===== src/rtl/calc_pkg.sv =====
// rtl/calc_pkg.sv - shared opcode/state types and opcode legality helper for calc_sched
package calc_pkg;

  localparam int OPW = 3;

  typedef enum logic [OPW-1:0] {
    OP_SUM  = 3'd1,
    OP_MULT = 3'd2,
    OP_SUB  = 3'd3,
    OP_SQRT = 3'd4,
    OP_DIV  = 3'd5
  } opcode_e;

  typedef enum logic [1:0] {
    ST_IDLE,
    ST_ISSUE,
    ST_CAPTURE,
    ST_RESP
  } state_e;

  function automatic logic op_legal(input logic [OPW-1:0] op);
    return (op >= OP_SUM) && (op <= OP_DIV);
  endfunction

endpackage


===== src/rtl/calc_sched_if.sv =====
// rtl/calc_sched_if.sv - requester, response and datapath signal bundle for calc_sched
interface calc_sched_if
  import calc_pkg::*;
#(
  parameter int DW   = 32,
  parameter int NREQ = 2
);
  logic [NREQ-1:0]     req_valid;
  logic [NREQ-1:0]     req_ready;
  logic [OPW*NREQ-1:0] req_opcode;
  logic [DW*NREQ-1:0]  req_in1;
  logic [DW*NREQ-1:0]  req_in2;
  logic [NREQ-1:0]     req_sel;
  logic [NREQ-1:0]     rsp_valid;
  logic [NREQ-1:0]     rsp_ready;
  logic [2*DW-1:0]     rsp_result;
  logic                rsp_err;
  logic [OPW-1:0]      calc_opcode;
  logic [DW-1:0]       calc_op_in1;
  logic [DW-1:0]       calc_op_in2;
  logic                calc_op_in_sel;
  logic [2*DW-1:0]     calc_result;
  logic                calc_valid_res;
  logic [7:0]          err_count;

  modport slave (
    input  req_valid, req_opcode, req_in1, req_in2, req_sel, rsp_ready,
    input  calc_result, calc_valid_res,
    output req_ready, rsp_valid, rsp_result, rsp_err,
    output calc_opcode, calc_op_in1, calc_op_in2, calc_op_in_sel, err_count
  );

  modport master (
    output req_valid, req_opcode, req_in1, req_in2, req_sel, rsp_ready,
    output calc_result, calc_valid_res,
    input  req_ready, rsp_valid, rsp_result, rsp_err,
    input  calc_opcode, calc_op_in1, calc_op_in2, calc_op_in_sel, err_count
  );

endinterface


===== src/rtl/rr_arbiter.sv =====
// rtl/rr_arbiter.sv - round-robin one-hot grant; pointer moves past the winner only on advance
module rr_arbiter #(
  parameter int NREQ = 2
) (
  input  logic            i_clk,
  input  logic            i_rst_n,
  input  logic [NREQ-1:0] i_req,
  input  logic            i_advance,
  output logic [NREQ-1:0] o_grant
);
  localparam int PW = (NREQ > 1) ? $clog2(NREQ) : 1;

  logic [PW-1:0] r_ptr;
  logic [PW-1:0] w_idx;
  logic          w_found;

  // Indices at or above the pointer win first, then the wrapped-around ones.
  always_comb begin
    o_grant = '0;
    w_idx   = '0;
    w_found = 1'b0;
    for (int i = 0; i < NREQ; i++) begin
      if (!w_found && i_req[i] && (i >= int'(r_ptr))) begin
        o_grant[i] = 1'b1;
        w_idx      = PW'(i);
        w_found    = 1'b1;
      end
    end
    for (int i = 0; i < NREQ; i++) begin
      if (!w_found && i_req[i] && (i < int'(r_ptr))) begin
        o_grant[i] = 1'b1;
        w_idx      = PW'(i);
        w_found    = 1'b1;
      end
    end
  end

  always_ff @(posedge i_clk or negedge i_rst_n) begin
    if (!i_rst_n) begin
      r_ptr <= '0;
    end else if (i_advance && w_found) begin
      r_ptr <= (w_idx == PW'(NREQ - 1)) ? '0 : w_idx + PW'(1);
    end
  end

endmodule


===== src/rtl/calc_sched.sv =====
// rtl/calc_sched.sv - shares one external calculator datapath among NREQ requesters
module calc_sched
  import calc_pkg::*;
#(
  parameter int DW   = 32,
  parameter int NREQ = 2
) (
  input  logic         calc_clock,
  input  logic         calc_rst,
  calc_sched_if.slave  bus
);
  state_e          r_state;
  logic [NREQ-1:0] r_owner;
  logic [OPW-1:0]  r_op;
  logic [DW-1:0]   r_in1;
  logic [DW-1:0]   r_in2;
  logic            r_sel;
  logic [2*DW-1:0] r_result;
  logic            r_err;
  logic [7:0]      r_err_cnt;

  logic [NREQ-1:0] w_grant;
  logic [OPW-1:0]  w_op;
  logic [DW-1:0]   w_in1;
  logic [DW-1:0]   w_in2;
  logic            w_sel;
  logic            w_take;
  logic            w_busy;

  assign w_take = (r_state == ST_IDLE) && calc_rst && (|bus.req_valid);
  assign w_busy = (r_state == ST_ISSUE) || (r_state == ST_CAPTURE);

  rr_arbiter #(.NREQ(NREQ)) u_arb (
    .i_clk     (calc_clock),
    .i_rst_n   (calc_rst),
    .i_req     (bus.req_valid),
    .i_advance (w_take),
    .o_grant   (w_grant)
  );

  always_comb begin
    w_op  = '0;
    w_in1 = '0;
    w_in2 = '0;
    w_sel = 1'b0;
    for (int i = 0; i < NREQ; i++) begin
      if (w_grant[i]) begin
        w_op  = bus.req_opcode[OPW*i +: OPW];
        w_in1 = bus.req_in1[DW*i +: DW];
        w_in2 = bus.req_in2[DW*i +: DW];
        w_sel = bus.req_sel[i];
      end
    end
  end

  assign bus.req_ready      = w_take ? w_grant : '0;
  assign bus.rsp_valid      = (r_state == ST_RESP) ? r_owner : '0;
  assign bus.rsp_result     = r_result;
  assign bus.rsp_err        = r_err;
  assign bus.calc_opcode    = w_busy ? r_op  : '0;
  assign bus.calc_op_in1    = w_busy ? r_in1 : '0;
  assign bus.calc_op_in2    = w_busy ? r_in2 : '0;
  assign bus.calc_op_in_sel = w_busy ? r_sel : 1'b0;
  assign bus.err_count      = r_err_cnt;

  // Illegal opcodes skip the datapath entirely and answer with an error one cycle later.
  always_ff @(posedge calc_clock or negedge calc_rst) begin
    if (!calc_rst) begin
      r_state   <= ST_IDLE;
      r_owner   <= '0;
      r_op      <= '0;
      r_in1     <= '0;
      r_in2     <= '0;
      r_sel     <= 1'b0;
      r_result  <= '0;
      r_err     <= 1'b0;
      r_err_cnt <= '0;
    end else begin
      case (r_state)
        ST_IDLE: begin
          if (w_take) begin
            r_owner <= w_grant;
            r_op    <= w_op;
            r_in1   <= w_in1;
            r_in2   <= w_in2;
            r_sel   <= w_sel;
            if (op_legal(w_op)) begin
              r_state <= ST_ISSUE;
            end else begin
              r_result <= '0;
              r_err    <= 1'b1;
              r_state  <= ST_RESP;
            end
          end
        end
        ST_ISSUE: r_state <= ST_CAPTURE;
        ST_CAPTURE: begin
          r_result <= bus.calc_valid_res ? bus.calc_result : '0;
          r_err    <= ~bus.calc_valid_res;
          r_state  <= ST_RESP;
        end
        ST_RESP: begin
          if (|(r_owner & bus.rsp_ready)) begin
            if (r_err && (r_err_cnt != 8'hFF)) r_err_cnt <= r_err_cnt + 8'd1;
            r_state <= ST_IDLE;
          end
        end
        default: r_state <= ST_IDLE;
      endcase
    end
  end

endmodule


===== src/flat_wrapper.sv =====
// flat-port wrapper written by rule: the top's interface ports become plain ports
module calc_sched_flat import calc_pkg::*;
#(
  parameter int DW   = 32,
  parameter int NREQ = 2
)
  (calc_clock, calc_rst, bus_req_valid, bus_req_opcode, bus_req_in1, bus_req_in2, bus_req_sel, bus_rsp_ready, bus_calc_result, bus_calc_valid_res, bus_req_ready, bus_rsp_valid, bus_rsp_result, bus_rsp_err, bus_calc_opcode, bus_calc_op_in1, bus_calc_op_in2, bus_calc_op_in_sel, bus_err_count);
  calc_sched_if #(.DW(DW), .NREQ(NREQ)) bus_i ();
  input  logic calc_clock;
  input  logic calc_rst;
  input wire logic [$bits(bus_i.req_valid)-1:0] bus_req_valid;
  input wire logic [$bits(bus_i.req_opcode)-1:0] bus_req_opcode;
  input wire logic [$bits(bus_i.req_in1)-1:0] bus_req_in1;
  input wire logic [$bits(bus_i.req_in2)-1:0] bus_req_in2;
  input wire logic [$bits(bus_i.req_sel)-1:0] bus_req_sel;
  input wire logic [$bits(bus_i.rsp_ready)-1:0] bus_rsp_ready;
  input wire logic [$bits(bus_i.calc_result)-1:0] bus_calc_result;
  input wire logic [$bits(bus_i.calc_valid_res)-1:0] bus_calc_valid_res;
  output wire logic [$bits(bus_i.req_ready)-1:0] bus_req_ready;
  output wire logic [$bits(bus_i.rsp_valid)-1:0] bus_rsp_valid;
  output wire logic [$bits(bus_i.rsp_result)-1:0] bus_rsp_result;
  output wire logic [$bits(bus_i.rsp_err)-1:0] bus_rsp_err;
  output wire logic [$bits(bus_i.calc_opcode)-1:0] bus_calc_opcode;
  output wire logic [$bits(bus_i.calc_op_in1)-1:0] bus_calc_op_in1;
  output wire logic [$bits(bus_i.calc_op_in2)-1:0] bus_calc_op_in2;
  output wire logic [$bits(bus_i.calc_op_in_sel)-1:0] bus_calc_op_in_sel;
  output wire logic [$bits(bus_i.err_count)-1:0] bus_err_count;
  assign bus_i.req_valid = bus_req_valid;
  assign bus_i.req_opcode = bus_req_opcode;
  assign bus_i.req_in1 = bus_req_in1;
  assign bus_i.req_in2 = bus_req_in2;
  assign bus_i.req_sel = bus_req_sel;
  assign bus_i.rsp_ready = bus_rsp_ready;
  assign bus_i.calc_result = bus_calc_result;
  assign bus_i.calc_valid_res = bus_calc_valid_res;
  assign bus_req_ready = bus_i.req_ready;
  assign bus_rsp_valid = bus_i.rsp_valid;
  assign bus_rsp_result = bus_i.rsp_result;
  assign bus_rsp_err = bus_i.rsp_err;
  assign bus_calc_opcode = bus_i.calc_opcode;
  assign bus_calc_op_in1 = bus_i.calc_op_in1;
  assign bus_calc_op_in2 = bus_i.calc_op_in2;
  assign bus_calc_op_in_sel = bus_i.calc_op_in_sel;
  assign bus_err_count = bus_i.err_count;
  calc_sched #(.DW(DW), .NREQ(NREQ)) u_core (.calc_clock(calc_clock), .calc_rst(calc_rst), .bus(bus_i));
endmodule

===== config.mk =====
export PLATFORM = sky130hd
export DESIGN_NAME = calc_sched_flat
export DESIGN_NICKNAME = d
export VERILOG_FILES = /design/src/rtl/calc_pkg.sv /design/src/rtl/calc_sched_if.sv /design/src/rtl/rr_arbiter.sv /design/src/rtl/calc_sched.sv /design/src/flat_wrapper.sv
export SDC_FILE = /design/constraint.sdc
export NUM_CORES = 1
export LEC_CHECK = 0
export ABC_AREA = 1
export CAP_MARGIN = 20
export CORE_UTILIZATION = 38
export DETAILED_ROUTE_END_ITERATION = 10
export PLACE_DENSITY = 0.78
export SETUP_SLACK_MARGIN = 0.1
export SYNTH_ARGS = -nofsm -noshare
export SYNTH_HDL_FRONTEND = slang
export SYNTH_HIERARCHICAL = 1
export SYNTH_SLANG_ARGS = --single-unit

===== constraint.sdc =====
create_clock -name calc_clock -period 2.05 [get_ports calc_clock]
set_input_delay 0.615 -clock calc_clock [delete_from_list [all_inputs] [get_ports calc_clock]]
set_output_delay 0.615 -clock calc_clock [all_outputs]
set_load 0.02 [all_outputs]

* After elaboration in Yosys (flattened, before gate mapping) *
Cells that the tools add are included.
Widths: inputs -> output; s select.

storage, ports and cells
  register bits after elaboration = 146
  input bits = 207
  output and inout port bits = 145

operators by class
  add/sub/neg operators = 2
  magnitude comparators = 4
  equality and inequality tests = 7
  multiplexer cells = 32
  bitwise operators = 2
  reduce and logical (&&, ||, !) cells = 20

operators by type and width
  kind                 number
  $mux 32              6
  $mux 64              3
  $pmux 64 s2          1
  $mux 1               12
  $mux 2               5
  $logic_and 1x1->1    9
  $mux 3               3
  $add 8x1->8 const B  1
  $ne 8x8->1 const B   1
  $pmux 2 s4           1
  $ne 2x2->1 const B   3
  $reduce_and 3->1     2
  $eq 2x2->1 const B   2
  $reduce_and 2->1     2
  $reduce_or 2->1      2
  $ge 3x1->1 const B   1
  $le 3x3->1 const B   1
  $and 2x2->2          1
  $eq 2x1->1 const B   1
  $logic_not 1->1      2
  $logic_not 2->1      1
  $pmux 1 s2           1
  $reduce_bool 2->1    1
  $add 1x1->1 const B  1
  other kinds (4)      4

* Longest topological paths before layout *
Gate-level depths: netlist of run 1.

  depth in word-level cells = 17
  depth in mapped cells = 14
  mapped depth without buffers = 11

* By module *
Netlist of run 1, hierarchy kept.

modules (own cells, without submodules)
  module      instances  cells each  area each (µm²)  sequential area each (µm²)
  calc_sched  1          975         7378.3           3628.5
  rr_arbiter  1          8           60.1             25.0

* Worst setup path before layout of run 1 *
No wires, ideal clock.

  path type = input port to output port
  start = input bus_req_valid[1]
  end = output bus_req_ready[1]
  arrival time = 1628 ps
  required time = 1435 ps
  slack = -193 ps
  cell stages on the path = 6
  buffers on the path = 3
  cell sequence = a21boi_1 > buf_6 > buf_2 > buf_1 > nand2_1 > inv_1

between the ends
  longest elaborated chain between the ends = 3
  elaborated cells on any way between the ends = 5
  those cells by class = mux (2); reduce/logical (3)

RTL lines
  item                                                  RTL line                            text
  from (decl)                                           flat_wrapper.sv:11                  input wire logic [$bits(bus_i.req_valid)-1:0] bus_req_valid;
  $logic_and 1x1->1 or $reduce_or 2->1 (tied branches)  rr_arbiter.sv:23, calc_sched.sv:30
  $mux 1 or $logic_and 1x1->1 (tied branches)           rr_arbiter.sv:23, calc_sched.sv:30
  $mux 2 (*)                                            calc_sched.sv:56                    assign bus.req_ready = w_take ? w_grant : '0;
  to (decl)                                             flat_wrapper.sv:19                  output wire logic [$bits(bus_i.req_ready)-1:0] bus_req_ready;

Every way passes the cells marked *; elsewhere a longest branch is shown, timed or not.

* Worst setup path in the final report of run 1 *
  start = register u_core.r_state[1]
  end = output bus_calc_op_in2[17]

between the ends
  longest elaborated chain between the ends = 3
  elaborated cells on any way between the ends = 4
  those cells by class = eq/ne (2); mux (1); reduce/logical (1)

RTL lines
  item                                      RTL line            text
  from (decl)                               calc_sched.sv:12    state_e r_state;
  from (signal assigned)                    calc_sched.sv:69    r_state <= ST_IDLE;
  from (signal assigned)                    calc_sched.sv:88    r_state <= ST_ISSUE;
  from (signal assigned)                    calc_sched.sv:92    r_state <= ST_RESP;
  $eq 2x1->1 or $eq 2x2->1 (tied branches)  calc_sched.sv:31    assign w_busy = (r_state == ST_ISSUE) || (r_state == ST_CAPTURE);
  $logic_or 1x1->1 (*)                      calc_sched.sv:31
  $mux 32 (*)                               calc_sched.sv:62    assign bus.calc_op_in2 = w_busy ? r_in2 : '0;
  to (decl)                                 flat_wrapper.sv:25  output wire logic [$bits(bus_i.calc_op_in2)-1:0] bus_calc_op_in2;

Marked as above.

==> flow_metrics.tcl, run 1 <==
set metrics [dict create \
    clk_latency_ps 420 \
    clk_pin_slew_ps 70 \
    grt_pass1_vias 7431 \
    relSlewSlack_pct 51.1 \
    syn_nets 1195 \
    post-place-ws_ps -760 \
    reg2reg_from "u_core/u_arb/r_ptr" \
    busiest_layer "met2" \
    skew_ps 7.23 \
    critPathArrivalTime_ps 1790 \
    antennaDiodeCount 0 \
    setup_tns_ps -18550 \
    yosys.area_share.simple_pct 25.5 \
    pin_count 352 \
    die_x_um 142 \
    rows 50 \
    grt-ovfl-total 0 \
    hold_viol 0 \
    numCtsBuffers 17 \
    async_flop_share_pct 100 \
    end_kind "output port" \
    clock_sinks 146 \
    synth-xor-area-share_pct 0.589 \
    dp_hpwl_um 17200 \
    viasPerCell 4.80 \
    num_vias 7846 \
    path_max_fanout 8 \
    p_per_area_nw_per_um2 528 \
    cts_buffer_depth 2 \
    r2r_slack_ps 170 \
    finalWorstSetupSlack_ps -358 \
    yosys.area.top_type "dfrtp_1" \
    die-height_um 142 \
    firstDrtPassIters 5 \
    finalNetCount 1574 \
    ys_seq_elements 146 \
    drt_iter0_drc 497 \
    synth_warnings 6 \
    reg2reg_depth 8 \
    cts_tree "yes" \
    rsz0062_at_grt "true" \
    use_met1_pct 29.9 \
    drc_errors 0 \
    synth_mux_area_share_pct 0 \
    hold_buffers 0 \
    dieArea_um2 20100 \
    use_met2_pct 42.3 \
    timing.fmax_ghz 0.415 \
    grt_max_degree 140 \
    worstReg2RegEnd "u_core/r_in2[31]" \
    critPathKind "register to output port" \
    hold_slack_ps 124 \
    synth-edff-count 0 \
    start_util_pct 39.2 \
    synth_compound_area_share_pct 11.9 \
    root_buffer "clkbuf_16" \
    syn_inst 983 \
    start_kind "register" \
    antenna_found_initial 0 \
    finalSetupViolations 70 \
    yosysUniqueCellTypes 29 \
    hold_path.class "input pin to asynchronous set/reset pin" \
    required_ps 1430 \
    wl_per_cell_um 15.9 \
    seq_area_frac_synth_pct 49.1 \
    synthAdderAreaFrac_pct 0.841 \
    netlist_area_um2 7440 \
    use_met3_pct 6.21 \
    cap_violations 0 \
    track_usage_pct 25.1 \
    dpl.cell_count 1564 \
    power_leakage_nw 7.32 \
    layout-drive-gt1-share_pct 23.4 \
    ir_drop_mv 0.504 \
    io_buffers 351 \
    synthFlopType "dfrtp_1" \
    synth_top_family_by_area "simple AND/OR/NAND/NOR gates" \
    violations "setup timing" \
    worst_pin_slew_ps 733 \
    drv_slew 0 \
    status "finished, violations left" \
    gp_congestion 0.891 \
    wirelength_um 26100 \
    fin_crit_sh_pct 117 \
    grt_pass1_wl_um 38900 \
    min_period_ps 2410 \
    drtAntennaViolNets 0 \
    synthToLayoutAreaGrowth_pct 72.5 \
    cts_max_level 4 \
    synth.area.top_cells "dfrtp_1 (49%), nand2_1 (16%), inv_1 (7.5%)" \
    avgSynthCellArea_um2 7.57 \
    utilization_pct 67.7 \
    final_cells 1635 \
    synth_top_area_share_pct 49.1 \
    core_um2 19000 \
]
placed cells by master (no fill, tap or decap), types with 62 or more instances in the layout:
| cell | n |
|---|---|
| a22oi_1 | 65 |
| buf_6 | 79 |
| clkdlybuf4s50_1 | 203 |
| dfrtp_1 | 146 |
| dlygate4sd2_1 | 73 |
| inv_1 | 88 |
| inv_2 | 62 |
| nand2_1 | 246 |
| nand3_1 | 71 |
| nor2_1 | 70 |
| o21ai_0 | 70 |
repair_timing:
action | in CTS | in global routing
setup endpoints to repair | 280 | 196
pin swaps | 6 | 8
buffers inserted | 12 | 21
gates resized for setup | 439 | 233
cloned | 4 | 5
cells by family after synthesis:
group	count (synthesis)
AO/OA/AOI/OAI	143
XOR/XNOR	5
adder cells (fa/ha/maj)	5
buffers and inverters	218
flip-flops	146
AND/OR/NAND/NOR	466
layout make-up:
| class | count | area [µm²] |
|---|---|---|
| clock inverter | 12 | 155 |
| clock buffer | 20 | 447 |
| sequential | 146 | 3650 |
| inverter | 151 | 569 |
| fill | 1541 | 6120 |
| multi-input combinational | 619 | 3210 |
| timing repair buffer | 427 | 4470 |
| tap | 260 | 325 |
synth_stat cells (5+ instances only):
cell type and n:
clkbuf_1 30, inv_1 149, o21ai_1 6, ha_1 5
nand3_1 71, buf_2 23, nand2_1 309, nor2_1 72
buf_1 6, a22oi_1 65, dfrtp_1 146, o21ai_0 70
worst max path at each step:
stage,startpoint,to,slack [ps],cells past startpoint
floorplan,bus_req_valid[1],bus_req_ready[1],90,6
CTS,u_core/r_state[1],bus_calc_op_in2[9],-350,6
global route,u_core/r_state[0],bus_calc_op_in2[13],-430,7
global placement,bus_req_valid[1],bus_req_ready[0],-750,6
detailed placement,bus_req_valid[0],bus_req_ready[0],-760,5
finish,u_core/r_state[1],bus_calc_op_in2[17],-360,7
metal layers:
layer / vias up / wire (µm)
li1: 3821 / -
met1: 3698 / 10400
met3: 65 / 1530
met4: 0 / 983
met2: 262 / 13200
met5: - / 0
report_power, final:
part           switching [mW]  internal (mW)  total [mW]
clock network            1.25           1.95        3.20
logic                   0.248          0.440       0.689
registers                   0           2.88        2.88
total                    1.50           5.27        6.77
sequential cells by signal, indices dropped and copies added (netlist names):
register / cells
u_core/bus.rsp_result: 64
u_core/r_in1: 32
u_core/r_in2: 32
u_core/bus.err_count: 8
u_core/r_op: 3
u_core/r_owner: 2
u_core/r_state: 2
u_core/bus.rsp_err: 1
u_core/r_sel: 1
u_core/u_arb/r_ptr: 1
through the flow:
step           power (mW)  cell area [µm²]
2_1_floorplan        3.09             7480
3_3_place_gp         3.60            11300
3_5_place_dp         3.60            11300
4_1_cts              6.82            12200
5_1_grt              7.03            12800
6_report             6.77            12800
critical path, stage by stage (launching register included):
cell       delay [ps]
dfrtp_1           370
inv_2              60
ha_4              390
buf_6             170
clkbuf_16         170
nand2_2            50
inv_2              50
buf_6             120
(Power assumes the default switching activity.)
==> run 2, diff against run 1 <==
Settings changed: CORE_AREA set to 2 2 136 138, CORE_UTILIZATION 38 to not set, CTS_CLUSTER_DIAMETER set to 30, DIE_AREA set to 0 0 138 140, PLACE_DENSITY 0.78 to 0.82.
Clock period 2.05 ns to 3.1 ns, I/O delays scaled along.
==> run 2 against run 1 <==
  * The run now ends clean
  * Non-clock buffer count decreased by 52
  * Sequential power decreased by 34%
  * First-iteration DRC count decreased by 2.0%
  * Die area decreased by 4.1%
  * Worst hold slack improved by 360 ps
  * Setup slack improved by 520 ps
  * Global-route usage decreased by 0.14 points
  * Clock-buffer cell count increased by 3
  * Via count decreased by 3.4%
  * Flip-flop and latch count unchanged
  * Cell count decreased by 5.1%
  * Critical endpoint is now bus_req_ready[0]
==> flow_metrics.tcl, run 2 (synthesis gave the netlist of run 1 again) <==
set metrics [dict create \
    drv_slew 0 \
    reg2reg_from "u_core/u_arb/r_ptr" \
    start_kind "input pin" \
    grt-ovfl-total 0 \
    hold_buffers 0 \
    hold_slack_ps 480 \
    slowest_delay_ps 530 \
    min_period_ps 2940 \
    skew_ps 7.14 \
    clk_latency_ps 410 \
    start_util_pct 41.8 \
    die-height_um 140 \
    fin_crit_sh_pct 94.7 \
    clk_pin_slew_ps 60 \
    finalSetupViolations 0 \
    cts_buffer_depth 2 \
    r2r_slack_ps 870 \
    root_buffer "clkbuf_16" \
    p_per_area_nw_per_um2 374 \
    slowest_stage "clkdlybuf4s50_1" \
    drt_iter0_drc 487 \
    die_x_um 138 \
    critPathKind "input pin to output port" \
    final_common_cell "nand2_1" \
    top_layer "met4" \
    drc_errors 0 \
    largest_reg_flops 64 \
    wirelength_um 24000 \
    gp_congestion 0.819 \
    hold_viol 0 \
    power_leakage_nw 6.49 \
    synthToLayoutAreaGrowth_pct 58.1 \
    numCtsBuffers 17 \
    grt_pass1_wl_um 39000 \
    wl_per_cell_um 15.5 \
    timing.fmax_ghz 0.340 \
    dpl_cell_area_um2 11200 \
    path_buf_inv 3 \
    crit_cells 5 \
    critPathArrivalTime_ps 2010 \
    io_buffers 351 \
    final_cell_mix "nand2_1 (307), clkdlybuf4s50_1 (280), inv_1 (148), dfrtp_1 (146)" \
    reg2reg_depth 8 \
    rsz0062_at_grt "false" \
    hold_path.class "register to register" \
    antenna_found_initial 0 \
    worstReg2RegEnd "u_core/r_in2[19]" \
    wl_met3_um 1270 \
    num_vias 7576 \
    worst_pin_slew_ps 874 \
    drt-met1-wl_um 9390 \
    required_ps 2170 \
    path_max_fanout 3 \
    finalNetCount 1522 \
    end_kind "output port" \
    critPathTopFamily "buffers and inverters" \
    power.total_mw 4.40 \
    pin_count 352 \
    cts_max_level 4 \
    firstDrtPassIters 5 \
    endpoint "bus_req_ready[0]" \
    grt_pass1_vias 7652 \
    dp_hpwl_um 17000 \
    layout-drive-gt1-share_pct 5.74 \
    antennaDiodeCount 0 \
    clock_sinks 146 \
    cap_violations 0 \
    grt_max_degree 140 \
    rows 49 \
    relSlewSlack_pct 41.8 \
    met2_length_um 12100 \
    ir_drop_mv 0.353 \
    crit_start "bus_req_valid[0]" \
    fin_area_um2 11800 \
    cts_tree "yes" \
    worstPathCellList "clkdlybuf4s50_1 -> a21boi_4 -> inv_1 -> nor2_1 -> buf_2" \
    dieArea_um2 19300 \
    core_um2 17800 \
    track_usage_pct 24.9 \
    status "finished, final reports clean" \
    viasPerCell 4.88 \
    drtAntennaViolNets 0 \
]
[run 2: cell count changes in the layout (fill, tap and decap cells not counted), moves of 38 or more]
cell,change
buf_6,-77
clkdlybuf4s50_1,+77
nand2_1,+61
inv_1,+60
inv_2,-60
nand2_2,-38
[run 2: layout make-up]
class	count	area, µm²
inverter	151	568
clock inverter	9	104
multi-input combinational	619	2930
fill	1508	6020
clock buffer	23	488
sequential	146	3650
timing repair buffer	375	3720
tap	229	287
[run 2: what timing repair did]
item	in CTS	in global routing
hold endpoints to repair	0	0
endpoints found under the setup margin	70	2
resized for setup	77	5
buffers inserted	1	0
pin swaps	1	0
[run 2: power breakdown]
part	internal, mW	switching, mW
combinational	0.280	0.154
clock	1.27	0.793
sequential	1.91	0
total	3.45	0.947
[run 2: per-layer routing]
metal / vias to the layer above / GRT usage, %
li1: 3706 / -
met1: 3519 / 28.7
met2: 272 / 43.0
met3: 79 / 5.91
met4: 0 / 13.7
met5: - / 0
[run 2: worst min-delay path by stage]
stage,from,to,slack [ps],cells after the start
final,u_core/r_in1[2],u_core/r_in1[2],480,2
after global routing,u_core/r_in2[3],u_core/r_in2[3],500,2
after CTS,u_core/r_in1[5],u_core/r_in1[5],490,2
after detailed placement,u_core/r_in1[3],u_core/r_in1[3],470,2
after global placement,u_core/r_in1[6],u_core/r_in1[6],470,2
after floorplan,u_core/r_in1[0],u_core/r_in1[0],450,2
[run 2: metrics by stage]
step                      setup slack (ps)  TNS (ps)  utilization, %  std cells
after global placement                -361     -5140            62.8       1517
after global routing                  98.9         0            66.1       1552
after floorplan                        227         0               -        983
final                                  163         0            66.1       1552
after detailed placement              -387     -7620            62.8       1517
after CTS                             26.9         0            65.8       1550
[run 2: worst register-to-register path: stages (launching register included)]
cell	delay (ps)
dfrtp_1	420
inv_1	110
a21boi_4	140
buf_4	170
buf_4	570
nor2_4	110
buf_12	210
a22oi_1	250
o21ai_0	110
